$ cat src/rtl/primitive_example_pkg.sv
// Shared definitions for the single-port RAM write path and its serializing read path.
package primitive_example_pkg;

  localparam int unsigned DATA_WIDTH_DEF = 8;
  localparam int unsigned ADDR_WIDTH_DEF = 6;

  typedef enum logic [1:0] {
    IDLE  = 2'd0,
    FETCH = 2'd1,
    SHIFT = 2'd2,
    FIN   = 2'd3
  } state_t;

endpackage

$ cat src/rtl/ser_piso_reg.sv
// Parallel-load / shift-left register that tracks which bit of the word is on the line.
module ser_piso_reg
  import primitive_example_pkg::*;
#(
  parameter int unsigned DATA_WIDTH = DATA_WIDTH_DEF
) (
  input  logic                          clk,
  input  logic                          rst,
  input  logic                          load,
  input  logic                          shift,
  input  logic [DATA_WIDTH-1:0]         din,
  output logic                          msb,
  output logic [$clog2(DATA_WIDTH)-1:0] bit_idx,
  output logic                          last_bit
);

  localparam int unsigned IDX_W = $clog2(DATA_WIDTH);

  logic [DATA_WIDTH-1:0] shift_reg_q, shift_reg_d;
  logic [IDX_W-1:0]      bit_idx_q, bit_idx_d;

  always_comb begin
    shift_reg_d = shift_reg_q;
    bit_idx_d   = bit_idx_q;
    if (load) begin
      shift_reg_d = din;
      bit_idx_d   = '0;
    end else if (shift) begin
      shift_reg_d = {shift_reg_q[DATA_WIDTH-2:0], 1'b0};
      bit_idx_d   = bit_idx_q + IDX_W'(1);
    end
  end

  always_ff @(posedge clk or posedge rst) begin
    if (rst) begin
      shift_reg_q <= '0;
      bit_idx_q   <= '0;
    end else begin
      shift_reg_q <= shift_reg_d;
      bit_idx_q   <= bit_idx_d;
    end
  end

  assign msb      = shift_reg_q[DATA_WIDTH-1];
  assign bit_idx  = bit_idx_q;
  assign last_bit = (bit_idx_q == IDX_W'(DATA_WIDTH - 1));

endmodule

$ cat src/rtl/ram_stream_serializer.sv
// Scans a block of RAM words and streams them MSB-first, back-to-back, with address prefetch.
module ram_stream_serializer
  import primitive_example_pkg::*;
#(
  parameter int unsigned DATA_WIDTH = DATA_WIDTH_DEF,
  parameter int unsigned ADDR_WIDTH = ADDR_WIDTH_DEF
) (
  input  logic                  clk,
  input  logic                  rst,
  input  logic                  start,
  input  logic [ADDR_WIDTH-1:0] start_addr,
  input  logic [ADDR_WIDTH:0]   word_count,
  input  logic                  abort,
  output logic [ADDR_WIDTH-1:0] ram_addr,
  input  logic [DATA_WIDTH-1:0] ram_q,
  output logic                  ser_out,
  output logic                  ser_oe,
  output logic                  ser_first,
  output logic                  busy,
  output logic                  done
);

  localparam int unsigned REM_W = ADDR_WIDTH + 1;
  localparam int unsigned IDX_W = $clog2(DATA_WIDTH);

  state_t                state_q, state_d;
  logic [ADDR_WIDTH-1:0] ram_addr_q, ram_addr_d;
  logic [REM_W-1:0]      remaining_q, remaining_d;
  logic                  fetch_wait_q, fetch_wait_d;
  logic                  zero_done_q, zero_done_d;

  logic                  piso_load, piso_shift;
  logic                  piso_msb, piso_last;
  logic [IDX_W-1:0]      piso_idx;

  ser_piso_reg #(
    .DATA_WIDTH(DATA_WIDTH)
  ) u_piso (
    .clk      (clk),
    .rst      (rst),
    .load     (piso_load),
    .shift    (piso_shift),
    .din      (ram_q),
    .msb      (piso_msb),
    .bit_idx  (piso_idx),
    .last_bit (piso_last)
  );

  // remaining counts words not yet fully sent, including the one in the shifter
  always_comb begin
    state_d      = state_q;
    ram_addr_d   = ram_addr_q;
    remaining_d  = remaining_q;
    fetch_wait_d = 1'b0;
    zero_done_d  = 1'b0;
    piso_load    = 1'b0;
    piso_shift   = 1'b0;
    unique case (state_q)
      IDLE: begin
        if (start) begin
          if (word_count != '0) begin
            ram_addr_d   = start_addr;
            remaining_d  = word_count;
            fetch_wait_d = 1'b1;
            state_d      = FETCH;
          end else begin
            zero_done_d = 1'b1;
          end
        end
      end
      FETCH: begin
        if (abort) begin
          state_d = IDLE;
        end else if (!fetch_wait_q) begin
          piso_load = 1'b1;
          state_d   = SHIFT;
          if (remaining_q > REM_W'(1)) begin
            ram_addr_d = ram_addr_q + ADDR_WIDTH'(1);
          end
        end
      end
      SHIFT: begin
        if (abort) begin
          state_d = IDLE;
        end else if (piso_last) begin
          if (remaining_q > REM_W'(1)) begin
            piso_load   = 1'b1;
            remaining_d = remaining_q - REM_W'(1);
            if (remaining_q > REM_W'(2)) begin
              ram_addr_d = ram_addr_q + ADDR_WIDTH'(1);
            end
          end else begin
            state_d = FIN;
          end
        end else begin
          piso_shift = 1'b1;
        end
      end
      FIN: begin
        state_d = IDLE;
      end
      default: begin
        state_d = IDLE;
      end
    endcase
  end

  always_ff @(posedge clk or posedge rst) begin
    if (rst) begin
      state_q      <= IDLE;
      ram_addr_q   <= '0;
      remaining_q  <= '0;
      fetch_wait_q <= 1'b0;
      zero_done_q  <= 1'b0;
    end else begin
      state_q      <= state_d;
      ram_addr_q   <= ram_addr_d;
      remaining_q  <= remaining_d;
      fetch_wait_q <= fetch_wait_d;
      zero_done_q  <= zero_done_d;
    end
  end

  assign ram_addr  = ram_addr_q;
  assign ser_oe    = (state_q == SHIFT);
  assign ser_out   = ser_oe & piso_msb;
  assign ser_first = ser_oe & (piso_idx == '0);
  assign busy      = (state_q != IDLE);
  assign done      = (state_q == FIN) | zero_done_q;

endmodule

$ cat config.mk
export PLATFORM = sky130hd
export DESIGN_NAME = ram_stream_serializer
export DESIGN_NICKNAME = d
export VERILOG_FILES = /design/src/rtl/primitive_example_pkg.sv /design/src/rtl/ser_piso_reg.sv /design/src/rtl/ram_stream_serializer.sv
export SDC_FILE = /design/constraint.sdc
export NUM_CORES = 1
export LEC_CHECK = 0
export BUFFER_PORTS_ARGS = -buffer_cell sky130_fd_sc_hd__buf_2
export CAP_MARGIN = 20
export CORE_UTILIZATION = 45
export DETAILED_ROUTE_END_ITERATION = 16
export PLACE_DENSITY = 0.78
export SYNTH_ARGS = -nofsm -noshare
export SYNTH_HDL_FRONTEND = slang
export SYNTH_SLANG_ARGS = --single-unit
export TNS_END_PERCENT = 100
$ cat constraint.sdc
create_clock -name clk -period 2.4 [get_ports clk]
set_clock_uncertainty 0.2 [all_clocks]
set_input_delay 0.12 -clock clk [delete_from_list [all_inputs] [get_ports clk]]
set_output_delay 0.12 -clock clk [all_outputs]
set_load 0.01 [all_outputs]
======== Yosys cells after proc, flatten, opt, wreduce, memory -nomap -nowiden ========
Index checks and enable logic that the tools add are counted.
cells by class
  reductions and logical operators ........ 10
  eq/ne operators ......................... 16
  muxes and demuxes ....................... 43
  bitwise gates (word level) .............. 3
  $lt $le $gt $ge ......................... 2
  add/sub/neg operators ................... 3
operators with widths
  kind                   count
  $mux W6                9
  $mux W7                5
  $pmux W6 S3            1
  $mux W8                2
  $mux W1                14
  $mux W2                7
  $pmux W7 S2            1
  $ne A2 B2 Y1 const B   6
  $reduce_and A10 Y1     1
  $pmux W2 S4            1
  $gt A7 B1 Y1 const B   1
  $gt A7 B2 Y1 const B   1
  $reduce_bool A7 Y1     1
  $sub A7 B1 Y7 const B  1
  $add A6 B1 Y6 const B  1
  $mux W3                2
  $ne A2 B1 Y1 const B   3
  $ne A3 B3 Y1 const B   2
  $reduce_and A6 Y1      1
  $reduce_bool A2 Y1     3
  $reduce_and A5 Y1      1
  $eq A2 B2 Y1 const B   2
  $add A3 B1 Y3 const B  1
  $eq A3 B3 Y1 const B   1
  8 further kinds        9
storage, ports and cells
  logic and storage cells ................. 84
  bits of input ports ..................... 25
  bits in registers ....................... 28

======== Logic depth before layout (Yosys ltp) ========
  word-level depth ........................ 6
  gate-level depth with buffers ........... 9

======== Cells and area by module ========
Synthesis repeated with hierarchy kept, for this count alone.
second synthesis, totals
  cells, all modules ...................... 203
  area, all modules ....................... 1855.5 um^2
modules (own cells, without submodules)
  module                 cells an instance  times used  area each (um^2)
  ram_stream_serializer  156                1           1341.3
  ser_piso_reg           47                 1           514.2

======== Least setup slack after synthesis ========
No wires, ideal clock.
  path kind ............................... register -> register
  from .................................... register u_piso.bit_idx_q[0] (netlist: u_piso.bit_idx[0])
  to ...................................... register ram_addr_q[2] (netlist: ram_addr[2])
  arrival time ............................ 2006 ps
  cell stages (with the launch flop) ...... 8
  setup time .............................. 124 ps
  buffers on the path ..................... 1
  period minus slack after synthesis ...... 2330 ps
  path slack .............................. 70 ps
  cells stage by stage .................... dfrtp_1 > ha_1 > ha_1 > or2b_2 > a221oi_2 > o211ai_2 > buf_6 > a211o_1
between the ends
  word-level cells in the longest chain between the ends .. 3
RTL lines
  what                          line                          text
  start: declaration            ser_piso_reg.sv:20            logic [IDX_W-1:0] bit_idx_q, bit_idx_d;
  start signal: assignment      ser_piso_reg.sv:40            bit_idx_q <= bit_idx_d;
  $eq A3 B3 Y1                  ser_piso_reg.sv:46            assign last_bit = (bit_idx_q == IDX_W'(DATA_WIDTH - 1));
  $ne A2 B1 Y1 (no line)        n/a
  $reduce_and A10 Y1 (no line)  n/a
  end signal: assignment        ram_stream_serializer.sv:117  ram_addr_q <= ram_addr_d;
  end: declaration              ram_stream_serializer.sv:27   logic [ADDR_WIDTH-1:0] ram_addr_q, ram_addr_d;
Every way passes these cells.
A chain may end at the register's enable or synchronous reset.

======== Worst setup path after layout ========
  from .................................... input word_count[0]
  to ...................................... register remaining_q[6]
between the ends
  word-level cells in the longest chain between the ends .. 3
RTL lines
  what                         line                          text
  start: declaration           ram_stream_serializer.sv:12   input logic [ADDR_WIDTH:0] word_count,
  $reduce_bool A7 Y1           ram_stream_serializer.sv:61   if (word_count != '0) begin
  $ne A2 B2 Y1 (no line)       n/a
  $reduce_and A6 Y1 (no line)  n/a
  end signal: assignment       ram_stream_serializer.sv:118  remaining_q <= remaining_d;
  end: declaration             ram_stream_serializer.sv:28   logic [REM_W-1:0] remaining_q, remaining_d;
Every way passes these cells.

==> summary.txt <==
CP top delay family = buffers and inverters
Count leader, synth = dfrtp_1
Gr usage total = 21.8%
FF-to-FF End = remaining_q[6]
CP max-delay cell = dlygate4sd3_1
First-pass GRT wire length = 7330 um
Synth area leaders = dfrtp_1 38%, ha_1 8.1%, a21oi_1 5.4%
CTS tree = built
Die Height = 66.1 um
CP endpoint = remaining_q[6]
Fmax = 433 MHz
YS warnings = 0
Status = finished clean
Syn_area_per_cell = 9.07 um^2
Final setup violating endpoints = 0
DRT Wirelength = 4300 um
Die footprint = 4370 um^2
Cell depth of the worst setup path = 9
Crit path max fanout = 4
Compound-cell area share of the yosys netlist = 21.6%
Placed cell count = 299
Grt total ovfl = 0
Worst Reg2Reg Path Length in Cells = 8
CP Capture Type = flip-flop
Total power = 2.71 mW
Final hold vios = 0
Post-synth EDFFs = 0
Synth Net Count = 241
Via density = 5.56
R2R Setup Slk = 0.10 ns
Placed Area = 2170 um^2
Top cell type's share of synthesized area = 37.9%
Final Net Count = 310
Final Critical Period = 2.31 ns
CP peak stage delay = 0.53 ns
Mapped Area = 1850 um^2
Critical path buffers and inverters = 4
Post-layout util = 64.6%
CP Class = in2reg
Worst vdd ir = 0.486 mV
Post-Synth XOR/XNOR Area = 0.473%
Power Density = 1110 nW/um^2
Clk root buf = clkbuf_8
Area delta synth->final = 32.6%
Crit path DAT = 2.28 ns
Final instance area = 2450 um^2
# IOs = 36
Mapped Cells = 204
Initial Util = 48.7%
Seq/Total Area, Yosys = 37.9%
Buffers on Ports = 35
Register bit total from synthesis = 28
DRT Pass-1 Iters = 4
Worst Setup Start Kind = input port
Mux cell area share after synthesis = 4.87%
Crit path cell chain = dlygate4sd3_1 > buf_2 > or4_4 > nor4_4 > a221oi_4 > buf_4 > o211ai_1 > buf_4 > o22ai_2
Final period util = 96.3%
Rel. slew slack = 70.1%
MaxCap Viol Count = 0
Tightest Pin Transition = 0.445 ns
Number of nets still failing antenna checks after routing = 0
Largest net degree at the start of global routing = 29
Most used cell, CP = buf_4
Die X = 66.1 um
# diodes = 0
Asr flop ratio synth = 100%
Final HPWL DP = 2980 um
Clk buf depth = 2
Area leader, netlist = dfrtp_1
Share of layout cells above drive strength 1 = 28.7%
Core Region = 3800 um^2
GP Congestion = 0.885
Vias in the first global route = 1704
Top FF cell, synth = dfrtp_1
CTS Buf Count = 3
Synth cell count leaders = 28 x dfrtp_1, 26 x nor2_1, 20 x a21oi_1
Synth Area in Adders = 8.11%
Row cnt = 22
Max Transition Viols Final = 0
H-tree levels = 1
Simple-gate area share of the yosys netlist = 20.6%
Vias post-DR = 1778
Iteration-0 DRC count of the detailed router = 169
DR DRC count = 0
Crit Reg-Reg Startpoint = u_piso.bit_idx[1]
Layout Cells excl Fill = 320
Clock latency at the later pin of the worst-skew pair = 0.28 ns
Count of cell types in the netlist = 53
Fin Setup TNS = 0 ns
Main combinational cell family by area after synthesis = compound AO/OA/AOI/OAI gates
Hold Path Class = in2reg
DR WL/cell = 13.4 um
Leakage power = 1.15 nW
Sink Count = 28
CTS clk-pin slew, worst paths = 0.10 ns
Worst setup path start = word_count[0]
Initial antenna violation count = 0
Required @ worst endpoint = 2.36 ns
Fillcell total = 303
area by class of cell:
type	instances	area (um^2)	area share, %
multi-input combinational	155	1080	43.9
sequential	28	701	28.6
timing repair buffer	71	493	20.1
tap	48	60.1	2.45
inverter	14	52.6	2.14
clock buffer	3	41.3	1.68
clock inverter	1	30.0	1.22
stage by stage:
stage	hold WS (ns)	setup WS (ns)
floorplan	-0.0146	0.0701
finish	0.00900	0.0881
detailed placement	0.0174	0.00635
global route	0.0293	-0.0159
global placement	0.00314	0.0746
CTS	0.000613	-0.0218
state kept, by name (all words and copies together), names as in the netlist:
name and flops:
u_piso.shift_reg_q 8, remaining_q 7, ram_addr 6, u_piso.bit_idx 3, state_q 2, fetch_wait_q 1, zero_done_q 1
cell families (layout without fill, tap and decap cells):
kind of cell	count (synthesis)	in the layout
multiplexers	9	9
AND/OR/NAND/NOR	74	74
adder cells (fa/ha/maj)	12	12
flip-flops	28	28
buffers and inverters	21	89
XOR/XNOR	1	1
AO/OA/AOI/OAI	59	59
layout by cell type, fill, tap and decap left out, types with 2 or more instances in the layout:
| cell | synthesis | routed |
|---|---|---|
| a211o_1 | 4 | 4 |
| a21oi_1 | 20 | 20 |
| a22oi_1 | 2 | 2 |
| and2_1 | 2 | 2 |
| and3_1 | 3 | 3 |
| buf_2 | 1 | 33 |
| buf_4 | 1 | 21 |
| clkbuf_8 | 2 | 3 |
| dfrtp_1 | 28 | 28 |
| dlygate4sd3_1 | 0 | 17 |
| ha_1 | 12 | 11 |
| inv_1 | 12 | 11 |
| inv_2 | 1 | 2 |
| mux2i_1 | 9 | 9 |
| nand2_1 | 15 | 15 |
| nand3_1 | 5 | 5 |
| nor2_1 | 26 | 26 |
| nor3_1 | 7 | 6 |
| o21ai_0 | 13 | 12 |
| or2_2 | 2 | 2 |
| or2b_2 | 3 | 2 |
per-layer routing:
layer  track usage, %  up-vias  wire [um]
li1                 -      864          -
met1             28.6      845       1890
met2             35.8       60       2130
met3             2.41        9        206
met4             9.57        0         74
met5                0        -          0
what timing repair did:
action	4_1_cts	5_1_grt
pin swaps	0	4
setup buffers	0	2
setup endpoints to repair	2	11
hold buffers	17	0
endpoints found under the hold margin	44	0
gates cloned	0	0
gates resized for setup	0	9
worst min-delay path: cells and delay by family:
| family | cells | cell delay [ns] |
|---|---|---|
| AOI/OAI and AO/OA | 2 | 0.24 |
| buffers and inverters | 1 | 0.09 |
worst min path at each step:
stage | from | end | slack [ns] | depth (start not counted)
after floorplan | rst | fetch_wait_q | -0.01 | 1
after global placement | rst | u_piso.shift_reg_q[0] | 0.003 | 3
after detailed placement | rst | u_piso.shift_reg_q[6] | 0.02 | 3
after CTS | word_count[4] | remaining_q[4] | 0.0006 | 3
after global routing | word_count[4] | zero_done_q | 0.03 | 3
final | word_count[6] | remaining_q[6] | 0.009 | 3
power by group:
group	internal, mW	switching [mW]
Combinational	0.679	0.785
Clock	0.224	0.160
Sequential	0.687	0.178
Total	1.59	1.12
(Power assumes the default switching activity.)
